[config.mk]
export PLATFORM = sky130hd
export DESIGN_NAME = pc_branch_unit
export DESIGN_NICKNAME = d
export VERILOG_FILES = /design/src/rtl/cpu_pkg.sv /design/src/rtl/branch_cond_eval.sv /design/src/rtl/pc_branch_unit.sv
export SDC_FILE = /design/constraint.sdc
export NUM_CORES = 1
export LEC_CHECK = 0
export ABC_CLOCK_PERIOD_IN_PS = 2750
export BUFFER_PORTS_ARGS = -buffer_cell sky130_fd_sc_hd__buf_2
export CAP_MARGIN = 25
export CORE_ASPECT_RATIO = 0.6
export CORE_UTILIZATION = 51
export CTS_BUF_LIST = sky130_fd_sc_hd__clkbuf_8
export CTS_CLUSTER_DIAMETER = 60
export CTS_CLUSTER_SIZE = 12
export DETAILED_ROUTE_END_ITERATION = 6
export PLACE_DENSITY = 0.83
export SYNTH_ARGS = -nofsm -noshare
export SYNTH_HDL_FRONTEND = slang
export SYNTH_HIERARCHICAL = 1
export SYNTH_SLANG_ARGS = --single-unit
export TNS_END_PERCENT = 100
[constraint.sdc]
create_clock -name Clock -period 2.75 [get_ports Clock]
set_input_delay 0.275 -clock Clock [delete_from_list [all_inputs] [get_ports Clock]]
set_output_delay 0.275 -clock Clock [all_outputs]
set_load 0.05 [all_outputs]
[src/rtl/cpu_pkg.sv]
// Shared CPU definitions: condition-code encodings and default datapath widths.
package cpu_pkg;

   localparam int unsigned PC_W_DEF   = 8;
   localparam int unsigned DATA_W_DEF = 16;
   localparam int unsigned OFF_W_DEF  = 8;

   typedef enum logic [2:0] {
      COND_ALWAYS = 3'b000,
      COND_EQ     = 3'b001,
      COND_NE     = 3'b010,
      COND_GT     = 3'b011,
      COND_LT     = 3'b100,
      COND_GE     = 3'b101,
      COND_LE     = 3'b110,
      COND_NEVER  = 3'b111
   } cond_e;

endpackage

[src/rtl/branch_cond_eval.sv]
// Combinational branch-condition evaluator: decodes jumpSignal against the stored Z/N flags.
module branch_cond_eval
   import cpu_pkg::*;
(
   input  logic [2:0] jumpSignal,
   input  logic       flag_z,
   input  logic       flag_n,
   output logic       cond,
   output logic       cond_illegal
);

   always_comb begin
      cond         = 1'b0;
      cond_illegal = 1'b0;
      unique case (cond_e'(jumpSignal))
         COND_ALWAYS: cond = 1'b1;
         COND_EQ:     cond = flag_z;
         COND_NE:     cond = ~flag_z;
         COND_GT:     cond = ~flag_z & ~flag_n;
         COND_LT:     cond = flag_n;
         COND_GE:     cond = ~flag_n;
         COND_LE:     cond = flag_z | flag_n;
         COND_NEVER:  cond_illegal = 1'b1;
      endcase
   end

endmodule

[src/rtl/pc_branch_unit.sv]
// PC register, compare flags and next-PC selection for the multicycle core.
// Optional branch statistics counters are built when BRANCH_STATS_EN is defined.
module pc_branch_unit
   import cpu_pkg::*;
#(
   parameter int unsigned     PC_W     = PC_W_DEF,
   parameter int unsigned     DATA_W   = DATA_W_DEF,
   parameter int unsigned     OFF_W    = OFF_W_DEF,
   parameter logic [PC_W-1:0] RESET_PC = '0
) (
   input  logic              Clock,
   input  logic              Reset_n,
   input  logic              pcReadsignal,
   input  logic              pcWrite,
   input  logic              changePc,
   input  logic              jumpCondCheck,
   input  logic [2:0]        jumpSignal,
   input  logic              compareSignal,
   input  logic [DATA_W-1:0] opA,
   input  logic [DATA_W-1:0] opB,
   input  logic [OFF_W-1:0]  offset,
   output logic [PC_W-1:0]   pc,
   output logic [PC_W-1:0]   fetch_addr,
   output logic              flag_z,
   output logic              flag_n,
   output logic              branch_taken,
   output logic              cond_err
`ifdef BRANCH_STATS_EN
   ,
   output logic [15:0]       br_taken_cnt,
   output logic [15:0]       br_not_cnt
`endif
);

   localparam int unsigned EXT_W = (PC_W > OFF_W) ? PC_W : OFF_W;

   logic [PC_W-1:0]  pcQ, pcNext, fetchQ;
   logic             flagZQ, flagNQ, condErrQ;
   logic             cond, condIllegal;
   logic             condCommit;
   logic [EXT_W-1:0] offExt;

   branch_cond_eval u_cond (
      .jumpSignal   (jumpSignal),
      .flag_z       (flagZQ),
      .flag_n       (flagNQ),
      .cond         (cond),
      .cond_illegal (condIllegal)
   );

   assign offExt       = EXT_W'($signed(offset));
   assign branch_taken = changePc & (jumpCondCheck ? cond : 1'b1);
   assign condCommit   = pcWrite & changePc & jumpCondCheck;

   always_comb begin
      pcNext = pcQ + PC_W'(1);
      if (branch_taken) begin
         if (jumpCondCheck) pcNext = pcQ + offExt[PC_W-1:0];
         else               pcNext = opA[PC_W-1:0];
      end
   end

   // Branch resolution reads the pre-edge flags even when a compare lands on the same edge.
   always_ff @(posedge Clock or negedge Reset_n) begin
      if (!Reset_n) begin
         pcQ      <= RESET_PC;
         fetchQ   <= RESET_PC;
         flagZQ   <= 1'b0;
         flagNQ   <= 1'b0;
         condErrQ <= 1'b0;
      end else begin
         if (pcReadsignal) fetchQ <= pcQ;
         if (compareSignal) begin
            flagZQ <= (opA == opB);
            flagNQ <= ($signed(opA) < $signed(opB));
         end
         if (pcWrite) pcQ <= pcNext;
         if (condCommit && condIllegal) condErrQ <= 1'b1;
      end
   end

   assign pc         = pcQ;
   assign fetch_addr = fetchQ;
   assign flag_z     = flagZQ;
   assign flag_n     = flagNQ;
   assign cond_err   = condErrQ;

`ifdef BRANCH_STATS_EN
   logic [15:0] takenCntQ, notCntQ;

   always_ff @(posedge Clock or negedge Reset_n) begin
      if (!Reset_n) begin
         takenCntQ <= '0;
         notCntQ   <= '0;
      end else if (condCommit) begin
         if (branch_taken) begin
            if (takenCntQ != 16'hFFFF) takenCntQ <= takenCntQ + 16'd1;
         end else begin
            if (notCntQ != 16'hFFFF) notCntQ <= notCntQ + 16'd1;
         end
      end
   end

   assign br_taken_cnt = takenCntQ;
   assign br_not_cnt   = notCntQ;
`endif

endmodule

==> impl_metrics.yaml, run 1 <==
status:
  status: "finished, final reports clean"
power_and_ir_drop:
  leakage_nw: 1.15
  total_power_mw: 1.93
  ir_drop_uv: 812
  power_density_nw_per_um2: 874
worst_setup_path:
  critPathKind: "reg -> out"
  path_max_fanout: 10
  required_ns: 2.48
  start_kind: "register"
  timing.rr.start: "pc[2]"
  crit_path_start: "flag_n"
  cp-end-kind: "output pin"
  crit_arrival_ns: 1.84
  regToRegSetupSlack_ns: 0.66
finish:
  final_common_cell: "buf_2"
  drive_gt1_share_pct: 32.8
  nFillCells: 283
  area_growth_pct: 25.2
  register_area_sq_um: 475
  final_nets: 347
  diodes: 0
  layout_common_cells: "buf_2 (69), inv_1 (27), ha_1 (24), dfrtp_1 (19), a21oi_1 (14)"
  multi_input_area_sq_um: 1160
  fin_cells: 316
die:
  die_y_microns: 47.6
  core_sq_um: 3280
  dieArea_sq_um: 3710
  pin_count: 70
  dieWidth_microns: 77.9
  initial_utilization_pct: 53.7
  num_rows: 16
sta:
  relSlewSlack_pct: 71.7
  fin_skew_ns: 0.00452
  period_needed_ns: 2.12
  rsz0062_at_grt: "no"
  setup_tns_ns: 0
  tightest_slew_ns: 0.424
  fmax_mhz: 473
  slew_violations: 0
  hold_viol: 0
  period_share_pct: 76.9
  setup_viol: 0
logic_synthesis:
  synth_cell_types: 48
  syn_area_per_cell_sq_um: 8.78
  synth_flop_cell: "dfrtp_1"
  synth_fp_nets: 276
  synth-seq-cells: 19
  seq_area_frac_synth_pct: 27.0
  postSynthCellCount: 201
  synth_edf_count: 0
  synth_area_sq_um: 1760
  async_reset_ff_share_pct: 100
  ys_warn_count: 6
min_path:
  hp-start: "compareSignal"
  hold_class: "in -> reg"
clock_tree:
  root_buffer: "clkbuf_8"
  cts_sinks: 19
  clkSlewWorstSetupHoldPaths_ns: 0.07
  cts.htree.levels: 1
  cts-buffers-inserted: 3
  cts-hold-fix-buffers: 1
  cts_buffer_depth: 2
  clkLatencyLatePin_ns: 0.26
  post_cts_resized: 0
  post_cts.repair.setup_buffers: 0
  cts_tree: "built"
grt:
  antenna_found_initial: 0
  grt_pass1_wl_microns: 6280
  grt-ovfl-total: 0
  grt_start_max_net_pins: 20
  grt_pass1_vias: 1400
  track_usage_pct: 22.6
detailed_routing:
  wl_microns: 4190
  wl_per_cell_microns: 13.2
  dr.pass1.iters: 4
  drt.antenna.violating_nets: 0
  avgViaCountPerCell: 5.55
  drt_iter0_markers: 131
  drc_errors: 0
  vias: 1753
placement:
  hpwlAfterDp_microns: 3440
  port_buffers: 69
  gp_congestion: 0.839
  placed_cells: 311
flow_run:
  max-cap-violations: 0
## cells by family after synthesis
group | Yosys count | share of synthesized area, %
xor+xnor | 5 | 2.48
flops | 19 | 27.0
simple gates | 55 | 17.1
mux | 12 | 7.52
fa+ha+maj | 25 | 18.2
compound gates | 52 | 20.8
buf+inv | 33 | 7.02
## power breakdown
group          total (mW)  internal [mW]  switching (mW)
sequential          0.520          0.393           0.127
combinational        1.22          0.427           0.796
clock               0.188         0.0992          0.0888
## flip-flops by register name, summed over array words and instances, names as in the netlist
name / count
cond_err: 1
fetch_addr: 8
flag_n: 1
flag_z: 1
pc: 8
## final cells by class
cell class | count | area share (%)
multi-input cells | 149 | 52.7
flip-flops and latches | 19 | 21.5
repair buffers | 71 | 16.4
inverters | 28 | 4.76
well taps | 45 | 2.55
clock buffers | 3 | 1.87
clock inverters | 1 | 0.170
## critical path, cell delays in order, from the launching register on
cell,delay (ns)
dfrtp_1,0.44
nor4b_1,0.31
a31oi_1,0.07
o311a_1,0.15
o21ai_1,0.21
inv_2,0.15
buf_2,0.24
## cells in the mapped netlist (2+ instances only)
cell | instances | share of area (%)
a21oi_1 | 14 | 4.0
o21ai_0 | 4 | 1.1
dfrtp_1 | 19 | 27
nor4_1 | 2 | 0.71
nand3_1 | 6 | 1.7
mux2_2 | 10 | 6.4
a21boi_0 | 2 | 0.85
or2b_1 | 2 | 0.85
ha_1 | 24 | 17
nor2b_1 | 3 | 1.1
o211ai_1 | 2 | 0.85
a221o_1 | 3 | 1.7
xor2_1 | 2 | 0.99
nand4_1 | 6 | 2.1
o21a_1 | 3 | 1.3
xnor2_1 | 3 | 1.5
inv_2 | 2 | 0.43
a211oi_1 | 2 | 0.85
and3_1 | 3 | 1.1
clkbuf_1 | 5 | 1.1
a31oi_1 | 5 | 1.8
nor2_1 | 9 | 1.9
inv_1 | 26 | 5.5
nand2_1 | 12 | 2.6
o21ai_1 | 5 | 1.4
mux2i_1 | 2 | 1.1
a21o_1 | 2 | 0.85
nor4b_1 | 2 | 0.99
or3_1 | 2 | 0.71
## layer usage
layer,global-route usage [%],share of wire [%],up-vias
li1,-,-,875
met5,0,0,-
met4,6.30,0.65,0
met1,32.9,50,813
met3,4.38,7.3,5
met2,34.7,42,60
## through the flow
step           area, sq um  hold WS [ns]  setup WS [ns]  util, %
2_1_floorplan         1760       -0.0206          0.460        -
3_3_place_gp          2150         0.234          0.716     65.6
3_5_place_dp          2150         0.235          0.669     65.6
4_1_cts               2210         0.233          0.658     67.3
5_1_grt               2210         0.241          0.489     67.3
6_report              2210         0.245          0.634     67.3
## worst paths after layout
kind / end / cells after the start
min in group asynchronous: pc[0] / 2
min: flag_z / 2
min reg2reg: cond_err / 1
max reg2reg: pc[7] / 6
max in group asynchronous: fetch_addr[4] / 2
max: branch_taken / 6
(Power assumes the default switching activity.)
==> inputs of run 2 (changes only) <==
Settings changed: ABC_AREA set to 1, ABC_CLOCK_PERIOD_IN_PS 2750 to 1800, CORE_UTILIZATION 51 to 46, PLACE_DENSITY 0.83 to 0.79.
Clock period 2.75 ns to 1.8 ns, I/O delays scaled along.
==> run 2 against run 1 <==
Effect of this change: the run now ends with negative setup slack left; clock skew is 0.0038 ns higher; count of clock-buffer cells in the layout stayed put; die area is 15% higher; sequential power is 16% higher; utilization is 2.1 points lower; cell area is 10% higher; synthesized area is 4.3% higher; clock power is 60% higher; critical path depth is 3 higher; final cell count is 28% higher; critical path type unchanged; non-clock buffer count is 12 higher.
==> impl_metrics.yaml, run 2 <==
worst_setup_path:
  cpMaxStageDelayCell: "dfrtp_2"
  start_kind: "register"
  cp_common_cell: "nand2_2"
  crit_arrival_ns: 1.66
  required_ns: 1.62
  critPathMaxStageDelay_ns: 0.42
  cp_top_family: "flip-flops"
  critical_path_buf_inv_count: 3
  cp-end-kind: "output pin"
  path_max_fanout: 6
  critPathKind: "reg -> out"
  path_cells: "inv_1, nand2_2, nand3_2, nand2_2, nor2_2, nand2_2, o21ai_4, clkinv_4, buf_8"
sta:
  hold_viol: 0
  fmax_mhz: 543
  relSlewSlack_pct: 70.5
  tightest_slew_ns: 0.442
  period_needed_ns: 1.84
  fin_skew_ns: 0.00828
  slew_violations: 0
  rsz0062_at_grt: "yes"
  layout_setup_ws_ns: -0.0431
  setup_tns_ns: -0.0623
  period_share_pct: 102
  setup_viol: 2
detailed_routing:
  met1Wirelength_microns: 2440
  dr.pass1.iters: 4
  wl_microns: 4820
  drt.antenna.violating_nets: 0
  drc_errors: 0
  wl_per_cell_microns: 11.9
  drt_iter0_markers: 148
  wl_met3_microns: 417
  top_layer_used: "met4"
  wl_met2_microns: 1900
  avgViaCountPerCell: 5.00
  vias: 2030
clock_tree:
  cts_tree: "built"
  clkSlewWorstSetupHoldPaths_ns: 0.07
  root_buffer: "clkbuf_8"
  cts.htree.levels: 1
  cts-buffers-inserted: 3
  cts_buffer_depth: 2
  clkLatencyLatePin_ns: 0.26
  cts_sinks: 19
logic_synthesis:
  synth_area_sq_um: 1840
  synth_top_area_share_pct: 25.8
  synth.area.top_cells: "dfrtp_1 (26%), ha_1 (16%), nand2_1 (13%)"
  synth_flop_cell: "dfrtp_1"
  synth_edf_count: 0
  syn_area_per_cell_sq_um: 6.69
  synth_top_area_cell: "dfrtp_1"
  postSynthCellCount: 275
  synth-seq-cells: 19
  yosysMostFrequentCell: "nand2_1"
  seq_area_frac_synth_pct: 25.8
  ys_warn_count: 6
  async_reset_ff_share_pct: 100
  synth_fp_nets: 350
  synth_cell_types: 31
  synthTopCellsByCount: "nand2_1 (62), inv_1 (53), nor2_1 (35)"
status:
  failed_checks: "negative setup slack"
  status: "complete, but fails checks"
die:
  core_sq_um: 3740
  initial_utilization_pct: 49.2
  dieArea_sq_um: 4270
  die_y_microns: 51.0
  pin_count: 70
  num_rows: 17
  dieWidth_microns: 83.7
min_path:
  hold_class: "in -> reg"
placement:
  port_buffers: 69
  gp_congestion: 0.821
  hpwlAfterDp_microns: 3730
finish:
  area_growth_pct: 32.6
  diodes: 0
  final_common_cell: "buf_2"
  drive_gt1_share_pct: 29.2
  final_nets: 435
  layout_common_cells: "buf_2 (69), nand2_1 (59), inv_1 (53), nor2_1 (34), ha_1 (23)"
grt:
  grt_start_max_net_pins: 20
  grt_pass1_vias: 1745
  antenna_found_initial: 0
  grt-ovfl-total: 0
  track_usage_pct: 23.0
  grt_pass1_wl_microns: 7820
flow_run:
  max-cap-violations: 0
power_and_ir_drop:
  total_power_mw: 2.21
  power_density_nw_per_um2: 904
  leakage_nw: 1.43
  ir_drop_uv: 664
[run 2: changes by cell type after synthesis, moves of 8 or more]
cell	previous run	this run
nor2_1	9	35
a21oi_1	14	22
inv_1	26	53
nand2_1	12	62
nand3_1	6	21
mux2_2	10	1
[run 2: path summary, 6_finish.rpt]
| kind | cells after the start | to | slack, ns | from |
|---|---|---|---|---|
| hold reg to reg | 1 | cond_err | 0.49 | cond_err |
| setup / recovery | 9 | branch_taken | -0.04 | flag_n |
| setup reg to reg | 12 | pc[4] | -0.02 | flag_n |
| hold / removal | 3 | flag_n | 0.18 | compareSignal |
| min in group asynchronous | 2 | pc[6] | 0.39 | Reset_n |
| max in group asynchronous | 2 | pc[0] | 1.07 | Reset_n |
[run 2: cell families after synthesis]
| logic type | Yosys count | share of synthesized area (%) |
|---|---|---|
| XOR/XNOR | 3 | 1.43 |
| buffers and inverters | 58 | 12.0 |
| AO/OA/AOI/OAI | 44 | 14.8 |
| AND/OR/NAND/NOR | 125 | 27.9 |
| adder cells (fa/ha/maj) | 25 | 17.4 |
| flip-flops | 19 | 25.8 |
| multiplexers | 1 | 0.612 |
[run 2: power breakdown]
part | leakage, nW | switching, mW | internal [mW]
clock | 0.0269 | 0.149 | 0.152
combinational | 1.19 | 0.878 | 0.426
sequential | 0.210 | 0.0771 | 0.524
total | 1.43 | 1.10 | 1.10
[run 2: stage by stage]
step	setup WS, ns	hold slack [ns]	cells	utilization, %	area [sq um]
6_report	-0.0431	0.183	406	65.2	2440
5_1_grt	-0.0968	0.209	406	65.2	2440
4_1_cts	0.0234	0.183	399	63.0	2360
3_5_place_dp	0.0827	0.150	393	61.1	2290
3_3_place_gp	0.120	0.145	393	61.1	2290
2_1_floorplan	0.00877	-0.116	275	-	1860
[run 2: worst reg2reg max path, stage by stage, from the launching register on]
cell	delay, ns
dfrtp_2	0.42
inv_1	0.10
nand2_2	0.08
nand3_2	0.08
nand2_2	0.06
nor2_2	0.12
nand2_2	0.07
o21ai_4	0.19
clkinv_4	0.12
buf_2	0.17
buf_4	0.13
o211ai_1	0.10
a21oi_2	0.07
[run 2: metal layers]
layer  track usage [%]  vias up
met1              34.5      888
li1                  -     1054
met2              33.2       82
met4              3.39        0
met3              6.62        6
met5                 0        -
[run 2: timing repair]
action                                  in CTS  in global routing
hold buffers                                 1                  0
hold endpoints to repair                    19                  0
pin swaps                                    1                  4
gates resized for setup                      2                 14
setup buffers                                1                  7
endpoints found under the setup margin       1                  7
[run 2: final cells by class]
type                       count  area (sq um)
timing repair buffer          83           468
fill                         359          1300
clock buffer                   3          41.3
multi-input combinational    198          1180
inverter                      55           211
sequential                    19           480
clock inverter                 1          3.75
tap                           47          58.8
